File: src/rtl/bus_arbiter_pkg.sv
// bus_arbiter_pkg: state/owner encodings and default timeout for the bus arbiter
package bus_arbiter_pkg;
  typedef enum logic [1:0] {BUS_ST_IDLE, BUS_ST_IF_ACC, BUS_ST_MEM_ACC, BUS_ST_DONE} bus_st_e;
  typedef enum logic {BUS_OWNER_IF, BUS_OWNER_MEM} bus_owner_e;
  localparam int BUS_TIMEOUT_DEFAULT = 255;
endpackage

File: src/rtl/bus_arbiter_timeout_cnt.sv
// bus_arbiter_timeout_cnt: strobe-length counter flagging the last allowed strobe cycle
module bus_arbiter_timeout_cnt
  import bus_arbiter_pkg::*;
#(
  parameter int TIMEOUT = BUS_TIMEOUT_DEFAULT,
  parameter int CNT_W   = 8
) (
  input  logic clk,
  input  logic reset,
  input  logic clr,
  input  logic en,
  output logic expired
);
  logic [CNT_W-1:0] cnt_q, cnt_d;
  always_comb cnt_d = clr ? '0 : en ? cnt_q + CNT_W'(1) : cnt_q;
  always_ff @(posedge clk) cnt_q <= reset ? '0 : cnt_d;
  assign expired = cnt_q == CNT_W'(TIMEOUT - 1);
endmodule

File: src/rtl/bus_arbiter.sv
// bus_arbiter: shares the external memory bus between IF and MEM with strobe/ready handshake and timeout
module bus_arbiter
  import bus_arbiter_pkg::*;
#(
  parameter int ADDR_W  = 30,
  parameter int DATA_W  = 32,
  parameter int TIMEOUT = BUS_TIMEOUT_DEFAULT,
  parameter int CNT_W   = 8
) (
  input  logic              clk,
  input  logic              reset,
  input  logic              if_req,
  input  logic [ADDR_W-1:0] if_addr,
  output logic [DATA_W-1:0] if_rd_data,
  output logic              if_ready,
  output logic              if_err,
  output logic              if_busy,
  input  logic              mem_req,
  input  logic              mem_rw,
  input  logic [ADDR_W-1:0] mem_addr,
  input  logic [DATA_W-1:0] mem_wr_data,
  output logic [DATA_W-1:0] mem_rd_data,
  output logic              mem_ready,
  output logic              mem_err,
  output logic              mem_busy,
  output logic              bus_as_,
  output logic              bus_rw,
  output logic [ADDR_W-1:0] bus_addr,
  output logic [DATA_W-1:0] bus_wr_data,
  input  logic [DATA_W-1:0] bus_rd_data,
  input  logic              bus_rdy_
);
  bus_st_e st_q, st_d;
  bus_owner_e owner_q, owner_d;
  logic as_q, as_d, rw_q, rw_d;
  logic [ADDR_W-1:0] addr_q, addr_d;
  logic [DATA_W-1:0] wd_q, wd_d, if_rd_q, if_rd_d, mem_rd_q, mem_rd_d, rd_val;
  logic if_rdy_q, if_rdy_d, mem_rdy_q, mem_rdy_d, if_err_q, if_err_d, mem_err_q, mem_err_d;
  logic in_acc, expired;
  assign in_acc = st_q == BUS_ST_IF_ACC || st_q == BUS_ST_MEM_ACC;
  assign rd_val = (bus_rdy_ || rw_q) ? '0 : bus_rd_data;
  bus_arbiter_timeout_cnt #(.TIMEOUT(TIMEOUT), .CNT_W(CNT_W)) u_cnt (
    .clk(clk), .reset(reset), .clr(!in_acc), .en(in_acc), .expired(expired)
  );
  always_comb begin
    st_d = st_q;
    owner_d = owner_q;
    as_d = as_q;
    rw_d = rw_q;
    addr_d = addr_q;
    wd_d = wd_q;
    if_rd_d = if_rd_q;
    mem_rd_d = mem_rd_q;
    if_rdy_d = 1'b0;
    mem_rdy_d = 1'b0;
    if_err_d = 1'b0;
    mem_err_d = 1'b0;
    case (st_q)
      BUS_ST_IDLE: begin
        if (mem_req || if_req) begin
          st_d = mem_req ? BUS_ST_MEM_ACC : BUS_ST_IF_ACC;
          owner_d = mem_req ? BUS_OWNER_MEM : BUS_OWNER_IF;
          as_d = 1'b0;
          rw_d = mem_req & mem_rw;
          addr_d = mem_req ? mem_addr : if_addr;
          wd_d = mem_req ? mem_wr_data : '0;
        end
      end
      BUS_ST_IF_ACC, BUS_ST_MEM_ACC: begin
        if (!bus_rdy_ || expired) begin
          st_d = BUS_ST_DONE;
          as_d = 1'b1;
          if (owner_q == BUS_OWNER_MEM) begin
            mem_rdy_d = 1'b1;
            mem_err_d = bus_rdy_;
            mem_rd_d = rd_val;
          end else begin
            if_rdy_d = 1'b1;
            if_err_d = bus_rdy_;
            if_rd_d = rd_val;
          end
        end
      end
      default: st_d = BUS_ST_IDLE;
    endcase
  end
  always_ff @(posedge clk) begin
    if (reset) begin
      st_q <= BUS_ST_IDLE;
      owner_q <= BUS_OWNER_IF;
      as_q <= 1'b1;
      rw_q <= 1'b0;
      addr_q <= '0;
      wd_q <= '0;
      if_rd_q <= '0;
      mem_rd_q <= '0;
      if_rdy_q <= 1'b0;
      mem_rdy_q <= 1'b0;
      if_err_q <= 1'b0;
      mem_err_q <= 1'b0;
    end else begin
      st_q <= st_d;
      owner_q <= owner_d;
      as_q <= as_d;
      rw_q <= rw_d;
      addr_q <= addr_d;
      wd_q <= wd_d;
      if_rd_q <= if_rd_d;
      mem_rd_q <= mem_rd_d;
      if_rdy_q <= if_rdy_d;
      mem_rdy_q <= mem_rdy_d;
      if_err_q <= if_err_d;
      mem_err_q <= mem_err_d;
    end
  end
  assign bus_as_ = as_q;
  assign bus_rw = rw_q;
  assign bus_addr = addr_q;
  assign bus_wr_data = wd_q;
  assign if_rd_data = if_rd_q;
  assign mem_rd_data = mem_rd_q;
  assign if_ready = if_rdy_q;
  assign mem_ready = mem_rdy_q;
  assign if_err = if_err_q;
  assign mem_err = mem_err_q;
  assign if_busy = if_req & ~if_rdy_q;
  assign mem_busy = mem_req & ~mem_rdy_q;
endmodule

File: config.mk
export PLATFORM = sky130hd
export DESIGN_NAME = bus_arbiter
export DESIGN_NICKNAME = d
export VERILOG_FILES = /design/src/rtl/bus_arbiter_pkg.sv /design/src/rtl/bus_arbiter_timeout_cnt.sv /design/src/rtl/bus_arbiter.sv
export SDC_FILE = /design/constraint.sdc
export NUM_CORES = 1
export LEC_CHECK = 0
export ABC_AREA = 1
export CAP_MARGIN = 10
export CORE_MARGIN = 2
export CORE_UTILIZATION = 46
export DETAILED_ROUTE_END_ITERATION = 12
export PLACE_DENSITY = 0.95
export SLEW_MARGIN = 20
export SYNTH_ARGS = -nofsm -noshare
export SYNTH_HDL_FRONTEND = slang
export SYNTH_HIERARCHICAL = 1
export SYNTH_SLANG_ARGS = --single-unit
File: constraint.sdc
create_clock -name clk -period 3.22 [get_ports clk]
set_input_delay 0.483 -clock clk [delete_from_list [all_inputs] [get_ports clk]]
set_output_delay 0.483 -clock clk [all_outputs]
set_load 0.05 [all_outputs]
==> results.py <==
metrics = {
    "status": {
        "status": "finished clean",
    },
    "cts": {
        "path_clk_slew_ns": 0.06,
        "cts_root_buf": "clkbuf_16",
        "ctsHoldBuffers": 0,
        "cts_setup_buffers": 0,
        "cts_inserted_buffers": 17,
        "htree_levels": 4,
        "ctsLongestPathBuffers": 2,
        "cts_tree": "built",
        "clock_latency_ns": 0.42,
        "cts_resized": 0,
        "cts_sinks": 143,
    },
    "route": {
        "wl_per_cell_microns": 13.5,
        "vias": 6521,
        "drt_iter0_markers": 516,
        "via_per_inst": 4.74,
        "routed_wl_microns": 18600,
        "drtAntennaViolNets": 0,
        "dr.pass1.iters": 5,
        "route.detailed.drc": 0,
    },
    "logic_synthesis": {
        "yosysWarningCount": 6,
        "synth_area_leaders": "dfxtp_1 (47%), nand2_1 (19%), nor2_1 (14%)",
        "syn_area_per_cell_sq_um": 6.46,
        "synth_top_area_frac": 0.469,
        "ys_seq_area_frac": 0.469,
        "synth_cells": 945,
        "synth.net_count": 1079,
        "synth_top_area_cell": "dfxtp_1",
        "synthesis.area_sq_mm": 0.00610,
        "ys_ff_latch": 143,
        "ys_types": 18,
    },
    "global_routing": {
        "grt_max_degree": 66,
        "antenna_found_initial": 0,
        "overflow": 0,
        "grt_pass1_vias": 6423,
        "grt_usage": 0.262,
        "grt_pass1_wl_microns": 29900,
    },
    "worst_setup_path": {
        "cp_max_fo": 2,
        "crit_path_end_kind": "output pin",
        "cp_data_required_time_ns": 2.74,
        "critPathArrivalTime_ns": 1.90,
        "startpoint_type": "input pin",
        "critPathKind": "in2out",
    },
    "power": {
        "pwr-share-comb": 0.478,
        "vdd_drop_max_mv": 0.660,
        "power_density_mw_per_mm2": 897,
        "p_sw_uw": 3760,
        "p_seq_frac": 0.289,
        "p_leak_uw": 0.00438,
        "clock_power_share": 0.233,
        "switching_share": 0.445,
        "p_int_uw": 4690,
    },
    "sta": {
        "final_max_slew_viol_count": 0,
        "period_needed_ns": 2.39,
        "max_freq_mhz": 419,
        "fin_ws_ns": 0.833,
        "finalHoldViolCount": 0,
        "fin_skew_ns": 0.0116,
        "tns_ns": 0,
        "whs_ns": 0.467,
        "finalSetupViolCount": 0,
        "grt_setup_unrepaired": "no",
        "worst_slew_margin_rel": 0.294,
        "fin_crit_sh": 0.741,
        "worst_pin_slew_ns": 1.06,
    },
    "placement": {
        "postPlaceCellArea_sq_mm": 0.00881,
        "port_buffers": 263,
        "dpl.hpwl_microns": 12700,
        "gp_congestion": 0.842,
        "place_ws_ns": 0.701,
    },
    "die": {
        "die_w_microns": 119,
        "row_count": 42,
        "chipHeight_microns": 119,
        "start_util": 0.466,
        "design.core.area_sq_mm": 0.0131,
        "die-area_sq_mm": 0.0142,
        "top_level_ports": 264,
    },
    "layout": {
        "nets": 1321,
        "drive_gt1_frac": 0.0442,
        "syn_to_final_growth_pct": 54.2,
        "fin_area_sq_mm": 0.00941,
        "fill_cells": 919,
        "n_antenna_cell": 0,
    },
    "job": {
        "max_cap_violations": 0,
    },
    "worst_hold_path": {
        "hold_class": "reg2reg",
    },
}
layout by cell type, fill, tap and decap left out, drive strengths merged, types with 4 or more instances in the layout:
cell,n
a21oi,43
buf,9
clkbuf,21
clkdlybuf4s50,262
clkinv,6
dfxtp,143
ha,4
inv,114
nand2,310
nand3,10
nor2,237
o21ai,34
power groups by stage:
stage / logic, uW / registers (uW) / clock network (uW)
floorplan: 1360 / 3810 / 0
global placement: 3920 / 2440 / 0
detailed placement: 3990 / 2460 / 0
CTS: 4040 / 2430 / 2000
global route: 4320 / 2490 / 2080
finish: 4030 / 2440 / 1970
state kept, by name, indices dropped and copies added (netlist names):
name         cells
bus_wr_data     32
if_rd_data      32
mem_rd_data     32
bus_addr        30
u_cnt/cnt_q      8
st_q             2
bus_as_          1
bus_rw           1
if_err           1
if_ready         1
mem_err          1
mem_ready        1
owner_q          1
worst paths after layout:
check / slack, ns / to / startpoint / cells after the start
worst min register to register: 0.47 / bus_wr_data[4]$_SDFFE_PP0P_ / bus_wr_data[4]$_SDFFE_PP0P_ / 2
worst max register to register: 1.00 / bus_wr_data[22]$_SDFFE_PP0P_ / st_q[0]$_SDFFE_PP0P_ / 7
worst max-delay path: 0.83 / if_busy / if_req / 4
worst min-delay path: 0.47 / bus_wr_data[4]$_SDFFE_PP0P_ / bus_wr_data[4]$_SDFFE_PP0P_ / 2
cell type report:
type	instances	area [sq um]	share of cell area
multi-input combinational	642	2590	0.275
sequential	143	2860	0.304
clock buffer	21	470	0.0500
inverter	112	420	0.0447
clock inverter	11	130	0.0138
tap	176	220	0.0234
timing repair buffer	271	2720	0.289
cell families after synthesis:
family,after synthesis,share of synthesized area
AOI/OAI and AO/OA,77,0.0632
and+or+nand+nor,561,0.352
adders and majority gates,4,0.00820
buffers and inverters,160,0.107
DFF,143,0.469
layer usage:
metal  vias to the layer above  wire (microns)  part of all wire  GRT usage
met3                        53            1750             0.094     0.0929
met2                       287            8950              0.48      0.457
met1                      2896            7260              0.39      0.285
met5                         -               0                 0          0
met4                         0             634             0.034      0.115
li1                       3285               -                 -          -
through the flow:
step	util	std cells	total power [uW]
floorplan	-	945	5170
global placement	0.673	1344	6360
detailed placement	0.673	1344	6450
CTS	0.719	1376	8470
global route	0.719	1376	8890
finish	0.719	1376	8440
critical path: stages:
cell	delay [ns]
clkdlybuf4s50_1	0.47
inv_1	0.05
nor2_1	0.09
clkdlybuf4s50_1	0.81
cells in the mapped netlist, drive strengths merged:
| library cell | instances |
|---|---|
| nand2 | 310 |
| inv | 112 |
| a21oi | 43 |
| nor2 | 237 |
| nand4 | 2 |
| clkbuf | 13 |
| nor3 | 2 |
| ha | 4 |
| dfxtp | 143 |
| nand3 | 10 |
| o21ai | 34 |
| buf | 35 |
(Power assumes the default switching activity.)
==> variant, RTL diff (config.mk and constraints unchanged) <==
`ADDR_W`: 30 -> 60.
--- a/src/rtl/bus_arbiter.sv
+++ b/src/rtl/bus_arbiter.sv
@@ -2,7 +2,7 @@
 module bus_arbiter
   import bus_arbiter_pkg::*;
 #(
-  parameter int ADDR_W  = 30,
+  parameter int ADDR_W  = 60,
   parameter int DATA_W  = 32,
   parameter int TIMEOUT = BUS_TIMEOUT_DEFAULT,
   parameter int CNT_W   = 8
Ports: changed (resized bus_addr, if_addr and mem_addr); port bits go from 264 to 354. The function was not compared with the original's and may differ.
==> variant against the unedited design <==
- sequential power is 22% higher
- wire length increased by 33%
- cell area rose by 28%
- power grew 24%
- sequential cell count increased by 30
- sequential share of layout area fell by 1.6 points
- synthesized area increased by 28%
- setup slack got worse by 0.12 ns
==> variant: results (changes against the unedited design) <==
Parameter                              Value

STA
  Slew at the pin closest to its max-slew limit    0.638 ns (was 1.06 ns)
  Worst Skew    0.00826 ns (was 0.0116 ns)

Clock tree
  Clock slew at reported path FFs    0.06 ns (about the same)
  CTS H-tree depth    4 (unchanged)
  Number of clock buffers inserted by TritonCTS    17 (unchanged)
  TritonCTS sink count    173 (was 143)
  Clk root buf    sky130_fd_sc_hd__clkbuf_16 (unchanged)

Route
  Initial drt markers    503 (was 516)
  Antenna Violating Nets Remaining    0 (unchanged)
  Via/cell ratio    4.80 (was 4.74)
  Total wire length after detailed routing    24,800 um (was 18,600 um)
  Number of search-and-repair iterations in the first detailed-routing pass    5 (unchanged)

Power
  Maximum vdd drop    519 uV (was 660 uV)
  P_leak    5.48 nW (was 4.38 nW)

Placement
  HPWL reported at the end of detailed placement    17,700 um (was 12,700 um)
  Final estimated routing congestion in global placement    0.827 (was 0.842)
  Worst setup slack before clock tree synthesis    0.721 ns (was 0.701 ns)
  Number of buffers inserted by port buffering    353 (was 263)

Setup path
  Largest stage delay on the critical path    0.83 ns (was 0.81 ns)
  Arrival time at the worst endpoint    2.02 ns (was 1.90 ns)

Cells and area
  Count of fill cells added during filler insertion    1,231 (was 919)
  Fraction of final layout cells with drive strength greater than 1    8.49% (was 4.42%)
  Total Nets Final    1,688 (was 1,321)
  Max FFs per register    60

Global routing
  Wire length of the first global-routing pass    39,300 um (was 29,900 um)
  Residual overflow from global routing    0 (unchanged)
  Initial antenna violation count    2 (was 0)
  Maximum number of pins on one net before global-route repair    76 (was 66)
  Global-route total usage across every layer    27.4% (was 26.2%)
  Number of global-route vias before repair    8,176 (was 6,423)

Yosys
  Number of distinct library cells after synthesis    21 (was 18)
  Top post-synthesis cells by area    sky130_fd_sc_hd__dfxtp_1 44%, sky130_fd_sc_hd__nand2_1 19%, sky130_fd_sc_hd__nor2_1 11% (was sky130_fd_sc_hd__dfxtp_1 47%, sky130_fd_sc_hd__nand2_1 19%, sky130_fd_sc_hd__nor2_1 14%)
  Syn Nets    1,370 (was 1,079)
  Commonest cells in the synthesized netlist    396 x sky130_fd_sc_hd__nand2_1, 229 x sky130_fd_sc_hd__nor2_1, 173 x sky130_fd_sc_hd__dfxtp_1 (was 306 x sky130_fd_sc_hd__nand2_1, 234 x sky130_fd_sc_hd__nor2_1, 143 x sky130_fd_sc_hd__dfxtp_1)
  Sequential-to-total area share from yosys stat    44.2% (was 46.9%)

Status
  Outcome    finished clean (unchanged)

Worst hold path
  Class of the most critical hold timing path    in -> reg (was reg -> reg)
-- variant: final timing paths --
check             depth (start not counted)  slack, ns            start              end
hold / removal                            3       0.43          mem_req          owner_q
hold reg to reg                           2       0.46  bus_wr_data[30]  bus_wr_data[30]
setup / recovery                          4       0.71           if_req          if_busy
setup reg to reg                          8       1.14          st_q[0]    if_rd_data[7]
-- variant: layout make-up --
cell class / count / area (sq um) / area share [%]
repair buffers: 366 / 3660 / 30.5
multi-input cells: 822 / 3530 / 29.4
flip-flops and latches: 173 / 3460 / 28.8
clock buffers: 20 / 457 / 3.80
inverters: 114 / 432 / 3.60
well taps: 220 / 275 / 2.29
clock inverters: 12 / 181 / 1.51
diodes: 2 / 5.00 / 0.0417
-- variant: power by group --
| group | switching [W] | leakage [nW] | internal [W] |
|---|---|---|---|
| sequential | 0.000282 | 1.42 | 0.00270 |
| combinational | 0.00361 | 3.75 | 0.00169 |
| clock | 0.000879 | 0.312 | 0.00135 |
-- variant: through the flow --
step / std cells / utilization [%] / area (sq um)
2_1_floorplan: 1176 / - / 7830
3_3_place_gp: 1695 / 68.5 / 11400
3_5_place_dp: 1695 / 68.5 / 11400
4_1_cts: 1727 / 72.4 / 12000
5_1_grt: 1729 / 72.4 / 12000
6_report: 1729 / 72.4 / 12000
-- variant: routing by layer --
metal	vias up	routed length, um	track usage, %
met2	366	12200	48.4
met5	-	0	0
met1	3710	9100	28.3
li1	4143	-	-
met3	72	2380	10.5
met4	0	1100	13.5
-- variant: logic make-up after synthesis --
group                      share of synthesized area, %
DFF                                                44.2
adders and majority gates                         0.639
buffers and inverters                              10.8
AOI/OAI and AO/OA                                  6.71
and+or+nand+nor                                    37.7
-- variant: critical path, delay by kind of cell --
| family | cells | cell delay (ns) |
|---|---|---|
| simple gates | 1 | 0.09 |
| buf+inv | 3 | 1.44 |
